File: config.mk
export PLATFORM = sky130hd
export DESIGN_NAME = ahbl_2m_rr_arbiter
export DESIGN_NICKNAME = d
export VERILOG_FILES = /design/src/rtl/ahbl_2m_rr_arbiter.sv
export SDC_FILE = /design/constraint.sdc
export NUM_CORES = 1
export LEC_CHECK = 0
export CAP_MARGIN = 30
export CORE_AREA = 2 2 195 197
export CTS_CLUSTER_DIAMETER = 100
export DETAILED_ROUTE_END_ITERATION = 12
export DIE_AREA = 0 0 197 199
export MAX_ROUTING_LAYER = met4
export SLEW_MARGIN = 0
export SYNTH_ARGS = -nofsm -noshare
export SYNTH_HDL_FRONTEND = slang
export SYNTH_SLANG_ARGS = --single-unit
File: constraint.sdc
create_clock -name HCLK -period 2.4 [get_ports HCLK]
set_clock_uncertainty 0.1 [all_clocks]
set_input_delay 0.48 -clock HCLK [delete_from_list [all_inputs] [get_ports HCLK]]
set_output_delay 0.48 -clock HCLK [all_outputs]
set_load 0.05 [all_outputs]
File: src/rtl/ahbl_2m_rr_arbiter.sv
// ---------------------------------------------------------------------------
// ahbl_2m_rr_arbiter
//
// Shares one AHB-Lite slave port between two grant-less AHB-Lite masters
// (M0 = EL2 IFU, M1 = EL2 LSU) using round-robin arbitration.
//
// Each master has a one-entry input stage. An address phase that cannot be
// forwarded in the cycle it is accepted is parked there. The master is then
// stalled through HREADY_Mx until its data phase completes.
//
// Ports
//   HCLK, HRESETn          clock, asynchronous active-low reset
//   H*_M0 / H*_M1          master-side address/control/write-data inputs,
//                          plus HREADY_Mx / HRDATA_Mx returned to each master
//   HADDR, HTRANS, HWRITE,
//   HSIZE, HWDATA          slave-side outputs
//   HRDATA, HREADY         slave-side responses (HRESP is not supported)
// ---------------------------------------------------------------------------
module ahbl_2m_rr_arbiter #(
  parameter int AW = 32,
  parameter int DW = 64
) (
  input  logic          HCLK,
  input  logic          HRESETn,
  // master 0
  input  logic [AW-1:0] HADDR_M0,
  input  logic [1:0]    HTRANS_M0,
  input  logic          HWRITE_M0,
  input  logic [2:0]    HSIZE_M0,
  input  logic [DW-1:0] HWDATA_M0,
  output logic          HREADY_M0,
  output logic [DW-1:0] HRDATA_M0,
  // master 1
  input  logic [AW-1:0] HADDR_M1,
  input  logic [1:0]    HTRANS_M1,
  input  logic          HWRITE_M1,
  input  logic [2:0]    HSIZE_M1,
  input  logic [DW-1:0] HWDATA_M1,
  output logic          HREADY_M1,
  output logic [DW-1:0] HRDATA_M1,
  // slave
  output logic [AW-1:0] HADDR,
  output logic [1:0]    HTRANS,
  output logic          HWRITE,
  output logic [2:0]    HSIZE,
  output logic [DW-1:0] HWDATA,
  input  logic [DW-1:0] HRDATA,
  input  logic          HREADY
);

  localparam logic [1:0] TRANS_SEQ = 2'b11;

  // master inputs gathered into arrays so both ports share one description
  logic [AW-1:0] in_addr_s  [2];
  logic [1:0]    in_trans_s [2];
  logic          in_write_s [2];
  logic [2:0]    in_size_s  [2];

  assign in_addr_s[0]  = HADDR_M0;
  assign in_addr_s[1]  = HADDR_M1;
  assign in_trans_s[0] = HTRANS_M0;
  assign in_trans_s[1] = HTRANS_M1;
  assign in_write_s[0] = HWRITE_M0;
  assign in_write_s[1] = HWRITE_M1;
  assign in_size_s[0]  = HSIZE_M0;
  assign in_size_s[1]  = HSIZE_M1;

  // per-master state
  logic [1:0]    hold_vld_r;
  logic [AW-1:0] hold_addr_r  [2];
  logic [1:0]    hold_trans_r [2];
  logic          hold_write_r [2];
  logic [2:0]    hold_size_r  [2];
  logic [1:0]    out_r;          // transfer in flight (held or forwarded)

  // global state
  logic          dph_vld_r;
  logic          dph_own_r;
  logic          last_gnt_r;

  // per-master combinational view
  logic [1:0]    rdy_s;
  logic [1:0]    live_s;
  logic [1:0]    cand_s;
  logic [AW-1:0] cand_addr_s  [2];
  logic [1:0]    cand_trans_s [2];
  logic          cand_write_s [2];
  logic [2:0]    cand_size_s  [2];

  logic          win_vld_s;
  logic          win_s;

  // Master-side ready, live request and candidate selection (hold wins over live).
  always_comb begin
    rdy_s  = 2'b00;
    live_s = 2'b00;
    cand_s = 2'b00;
    for (int m = 0; m < 2; m++) begin
      cand_addr_s[m]  = in_addr_s[m];
      cand_trans_s[m] = in_trans_s[m];
      cand_write_s[m] = in_write_s[m];
      cand_size_s[m]  = in_size_s[m];
      // A master in flight may only move on when its own data phase ends
      // and nothing of it is still parked in the hold register.
      if (!out_r[m]) begin
        rdy_s[m] = 1'b1;
      end else if (dph_vld_r && (dph_own_r == m[0]) && !hold_vld_r[m]) begin
        rdy_s[m] = HREADY;
      end else begin
        rdy_s[m] = 1'b0;
      end
      // Gating with HRESETn keeps every output at its reset value while reset is held.
      live_s[m] = HRESETn & in_trans_s[m][1] & rdy_s[m];
      cand_s[m] = hold_vld_r[m] | live_s[m];
      if (hold_vld_r[m]) begin
        cand_addr_s[m]  = hold_addr_r[m];
        cand_trans_s[m] = hold_trans_r[m];
        cand_write_s[m] = hold_write_r[m];
        cand_size_s[m]  = hold_size_r[m];
      end else begin
        cand_addr_s[m]  = in_addr_s[m];
        cand_trans_s[m] = in_trans_s[m];
        cand_write_s[m] = in_write_s[m];
        cand_size_s[m]  = in_size_s[m];
      end
    end
  end

  // Round-robin winner; a SEQ beat from the last grantee locks the bus to it.
  always_comb begin
    win_vld_s = 1'b0;
    win_s     = 1'b0;
    case (cand_s)
      2'b01: begin
        win_vld_s = 1'b1;
        win_s     = 1'b0;
      end
      2'b10: begin
        win_vld_s = 1'b1;
        win_s     = 1'b1;
      end
      2'b11: begin
        win_vld_s = 1'b1;
        if (cand_trans_s[last_gnt_r] == TRANS_SEQ) begin
          win_s = last_gnt_r;
        end else begin
          win_s = ~last_gnt_r;
        end
      end
      default: begin
        win_vld_s = 1'b0;
        win_s     = 1'b0;
      end
    endcase
  end

  // Slave address/control from the winner, write data from the data-phase owner.
  always_comb begin
    HADDR  = {AW{1'b0}};
    HTRANS = 2'b00;
    HWRITE = 1'b0;
    HSIZE  = 3'b000;
    HWDATA = {DW{1'b0}};
    if (win_vld_s) begin
      HADDR  = cand_addr_s[win_s];
      HTRANS = cand_trans_s[win_s];
      HWRITE = cand_write_s[win_s];
      HSIZE  = cand_size_s[win_s];
    end else begin
      HADDR  = {AW{1'b0}};
      HTRANS = 2'b00;
      HWRITE = 1'b0;
      HSIZE  = 3'b000;
    end
    if (dph_vld_r) begin
      if (dph_own_r) begin
        HWDATA = HWDATA_M1;
      end else begin
        HWDATA = HWDATA_M0;
      end
    end else begin
      HWDATA = {DW{1'b0}};
    end
  end

  assign HREADY_M0 = rdy_s[0];
  assign HREADY_M1 = rdy_s[1];
  assign HRDATA_M0 = HRDATA;
  assign HRDATA_M1 = HRDATA;

  // Hold registers, in-flight flags, data-phase ownership and round-robin pointer.
  always_ff @(posedge HCLK or negedge HRESETn) begin
    if (!HRESETn) begin
      hold_vld_r <= 2'b00;
      out_r      <= 2'b00;
      dph_vld_r  <= 1'b0;
      dph_own_r  <= 1'b0;
      last_gnt_r <= 1'b1;
      for (int m = 0; m < 2; m++) begin
        hold_addr_r[m]  <= {AW{1'b0}};
        hold_trans_r[m] <= 2'b00;
        hold_write_r[m] <= 1'b0;
        hold_size_r[m]  <= 3'b000;
      end
    end else begin
      for (int m = 0; m < 2; m++) begin
        // A live request that is not forwarded this edge (lost the slot, or
        // the slave stalled) must be captured: the master has already moved on.
        if (HREADY && win_vld_s && (win_s == m[0])) begin
          hold_vld_r[m] <= 1'b0;
        end else if (live_s[m]) begin
          hold_vld_r[m]   <= 1'b1;
          hold_addr_r[m]  <= in_addr_s[m];
          hold_trans_r[m] <= in_trans_s[m];
          hold_write_r[m] <= in_write_s[m];
          hold_size_r[m]  <= in_size_s[m];
        end
        // A back-to-back request keeps the master in flight across its completion.
        if (live_s[m]) begin
          out_r[m] <= 1'b1;
        end else if (HREADY && dph_vld_r && (dph_own_r == m[0]) && !hold_vld_r[m]) begin
          out_r[m] <= 1'b0;
        end
      end
      if (HREADY) begin
        if (win_vld_s) begin
          last_gnt_r <= win_s;
          dph_vld_r  <= 1'b1;
          dph_own_r  <= win_s;
        end else begin
          dph_vld_r  <= 1'b0;
        end
      end
    end
  end

endmodule

==> key figures <==
Clock network
  – Latest clock arrival within the worst-skew pair: about 0.35 ns
  – CTS max path bufs: 2
  – Cts hold-fix bufs: 0
  – Clk pin slew, worst setup/hold paths: ~0.060 ns
  – CTS tree: yes
  – Sink Count: 83
  – Num CTS Buffers: 9
  – Htree depth: 3
  – CTS root buf: clkbuf_16

Power and ir drop
  – PD cells: between 1000 and 1500 nW/um^2
  – P_leak: between 4 and 5 nW
  – Peak VDD IR: roughly 480 uV
  – Clock group share of total power: 0.107
  – Switching Fraction: 0.4255
  – Int Power: 8.403 mW
  – Comb power frac: 0.722
  – Sw power: 6.223 mW
  – Sequential share of power: 0.171

STA
  – Min Hold Slack: around 0.033 ns
  – Measured slew at the worst slew-check pin: approximately 0.76 ns
  – Fmax: between 300 and 400 MHz
  – Final setup vio count: approximately 110
  – Hold Fails Final Rpt: 0
  – Slew Limit Fails: 0
  – Final min period: roughly 3 ns
  – RSZ-0062 raised after global routing: yes
  – Worst rel slew slack: 0.4918
  – Final period utilization: 1.240
  – Final setup margin: -0.5759 ns

Cells and area
  – Fin cells: between 1,000 and 1,500
  – Proportion of layout cells with a drive suffix above 1: 0.5404
  – Final net count: approximately 1,200
  – Final Instance Area: approximately 13,000 um^2
  – Area added between synthesis and finish: 106.1%
  – Fill cells: 3,650
  – End-of-flow core utilization: 0.3576

Status
  – Status: complete, but fails checks
  – Failing checks: setup timing

Placed design
  – Inst Count DP: between 1,000 and 1,500
  – Post-DP HPWL: approximately 24 mm
  – Dpl ws: -1.017 ns
  – Placed standard-cell area: ~12,000 um^2
  – I/O Buffers: 310
  – GPL Wtd Cong: 0.8182

Min path
  – Hold Path Class: primary input to async pin

Setup path
  – CP Cell Sequence: clkdlybuf4s15_2 -> nand4_1 -> o221a_4 -> o31a_4 -> buf_6 -> buf_12 -> buf_8 -> a211oi_4 -> buf_12
  – Critical Path Most Common Cell: buf_12
  – Crit. End Element: output pin
  – Crit-path slowest cell: o31a_4
  – CP Max Fanout: 8
  – Type of the worst setup path: primary input to output pin
  – CP max stage delay: approximately 0.38 ns
  – CP Launch Type: primary input
  – Critical Path RT: 1.82 ns
  – CP delay by family, top: compound AO/OA/AOI/OAI gates
  – Arr. time, crit path: 2.40 ns
  – Buf/Inv on CP: 5

Logic synthesis
  – Main synth FF type: dfrtp_1
  – Post-synth EDFFs: 0
  – Syn nets: 921
  – Syn Inst Count: 650
  – Simple-Gate Fraction of Synth Area: 0.08837
  – Mapped Area: between 6000 and 7000 um^2
  – Post-Synth Adder-Cell Area: 0
  – Mean area per synthesized cell: between 9 and 10 um^2
  – Largest family of logic cells by synthesized area: multiplexers
  – Synth async-reset ratio: 1.000
  – Sequential share of the synthesized area: 0.3226
  – Compound-Gate Fraction of Synth Area: 0.1064
  – Synth warn: 0
  – Xor-xnor portion of the synthesized cell area: 0
  – Yosys cell types: 34
  – Post-synthesis mux area share: 0.2973
  – Register bit total from synthesis: 83

Detailed routing
  – Drt pass-1 iters: 4
  – DR iter-0 viols: 148
  – # DRC: 0
  – Avg WL per Cell: 22.67 um
  – Via count: slightly below 6,000
  – Vias per cell: 4.199
  – Antenna viol nets, final: 0
  – DRT Wirelength: between 30 and 40 mm

Global routing
  – Global-route wire length before repair: about 45 mm
  – GR Util All Layers: 0.1641
  – Initial antenna violation count: 14
  – GR Overflow Total: 0
  – Vias in the first global route: 6,446
  – Largest net degree at the start of global routing: 58

Floorplan
  – Initial Utilization: 0.1735
  – Die Wd: between 150 and 200 um
  – I/O pins: 503
  – Core area: 37,130 um^2
  – Die Height: approximately 200 um
  – Die area: just under 40,000 um^2
  – Row Count: 71

Job
  – Max cap viols: 0
[layer usage]
layer  GRT usage  vias to the layer above  routed length (um)
met1      0.1883                     2951               12920
met2      0.2798                      247               16510
met5           -                        -                   0
met4     0.03759                        0                 403
met3     0.05171                       55                2351
li1            -                     2710                   -
[cell type report]
type / instances / area (um^2) / share of cell area
tap: 474 / 593.1 / 0.04466
timing repair buffer: 451 / 5867 / 0.4418
multi-input combinational: 385 / 4370 / 0.3291
clock buffer: 12 / 256.5 / 0.01932
antenna: 6 / 15.01 / 0.001131
clock inverter: 4 / 72.57 / 0.005465
sequential: 83 / 2085 / 0.1570
inverter: 5 / 20.02 / 0.001508
[cells in the mapped netlist (2+ instances only)]
master	instances	share of area
mux2i_1	101	0.16
buf_2	6	0.0047
o21ai_0	3	0.0023
nand4_1	2	0.0019
mux2_2	55	0.096
nor2_1	67	0.039
a311oi_1	2	0.0027
buf_6	3	0.0052
buf_4	128	0.15
buf_1	4	0.0023
inv_1	5	0.0029
clkbuf_1	36	0.021
nand2_1	6	0.0035
nor2b_1	38	0.037
a22o_1	2	0.0027
dfrtp_1	82	0.32
mux2_4	19	0.044
a211oi_1	75	0.087
[stage by stage]
| step | TNS, ns | total power [mW] |
|---|---|---|
| after floorplan | -9.218 | 8.209 |
| after global placement | -87.08 | 11.34 |
| after detailed placement | -85.43 | 11.42 |
| after CTS | -26.61 | 14.17 |
| after global routing | -35.47 | 15.28 |
| final | -28.20 | 14.63 |
[power groups by stage]
| stage | logic (mW) | registers (mW) | clock network (mW) |
|---|---|---|---|
| after floorplan | 5.88 | 2.33 | 0 |
| after detailed placement | 8.99 | 2.44 | 0 |
| after global placement | 8.94 | 2.40 | 0 |
| final | 10.6 | 2.50 | 1.56 |
| after global routing | 11.0 | 2.59 | 1.66 |
| after CTS | 10.1 | 2.46 | 1.61 |
[cells by family (layout without fill, tap and decap cells)]
group,after synthesis,count (layout)
compound gates,90,90
buf+inv,182,472
mux,175,175
flops,83,83
simple gates,120,120
other cells,0,6
[cells in the final DEF (no fill, tap or decap), types with 3 or more instances in the layout]
master           count
clkdlybuf4s50_1    200
buf_12             124
mux2i_1             81
buf_4               81
dfrtp_1             79
mux2_2              55
nor2_2              47
a211oi_4            43
nor2b_1             38
a211oi_2            29
mux2_4              19
buf_6               19
nor2_4              16
clkbuf_16           13
mux2i_4             11
buf_16              11
mux2i_2              9
buf_8                8
diode_2              6
nand2_1              6
inv_1                4
nor2_1               4
a211oi_1             3
dlygate4sd2_1        3
[registers in the layout, summed over array words and instances (netlist names)]
register and count:
hold_write_r 2, hold_size_r 6, dph_vld_r 1, out_r 2
dph_own_r 1, hold_vld_r 2, hold_trans_r 4, last_gnt_r 1
hold_addr_r 64
[path summary, 6_finish.rpt]
path | start | endpoint | slack [ns] | cells after the start
hold reg to reg | hold_addr_r[4] | hold_addr_r[4] | 0.40 | 1
setup reg to reg | dph_own_r | hold_addr_r[32] | -0.16 | 9
setup / recovery | HTRANS_M0[1] | HADDR[3] | -0.58 | 9
hold / removal | HRESETn | dph_own_r | 0.03 | 2
min in group HCLK | HREADY | dph_vld_r | 0.32 | 2
max in group asynchronous | HRESETn | hold_vld_r[0] | 1.35 | 2
[repair_timing]
item,in CTS,in global routing
pin swaps,40,44
cloned,10,4
setup endpoints to repair,150,116
gates resized for setup,116,77
buffers inserted,24,11
[worst register-to-register path: cells and delay by family, from the launching register on]
family	cells	cell delay [ns]
DFF	1	0.50
buffers and inverters	6	0.85
AOI/OAI and AO/OA	2	0.67
muxes	1	0.34
Power figures use the tool's default switching activity.
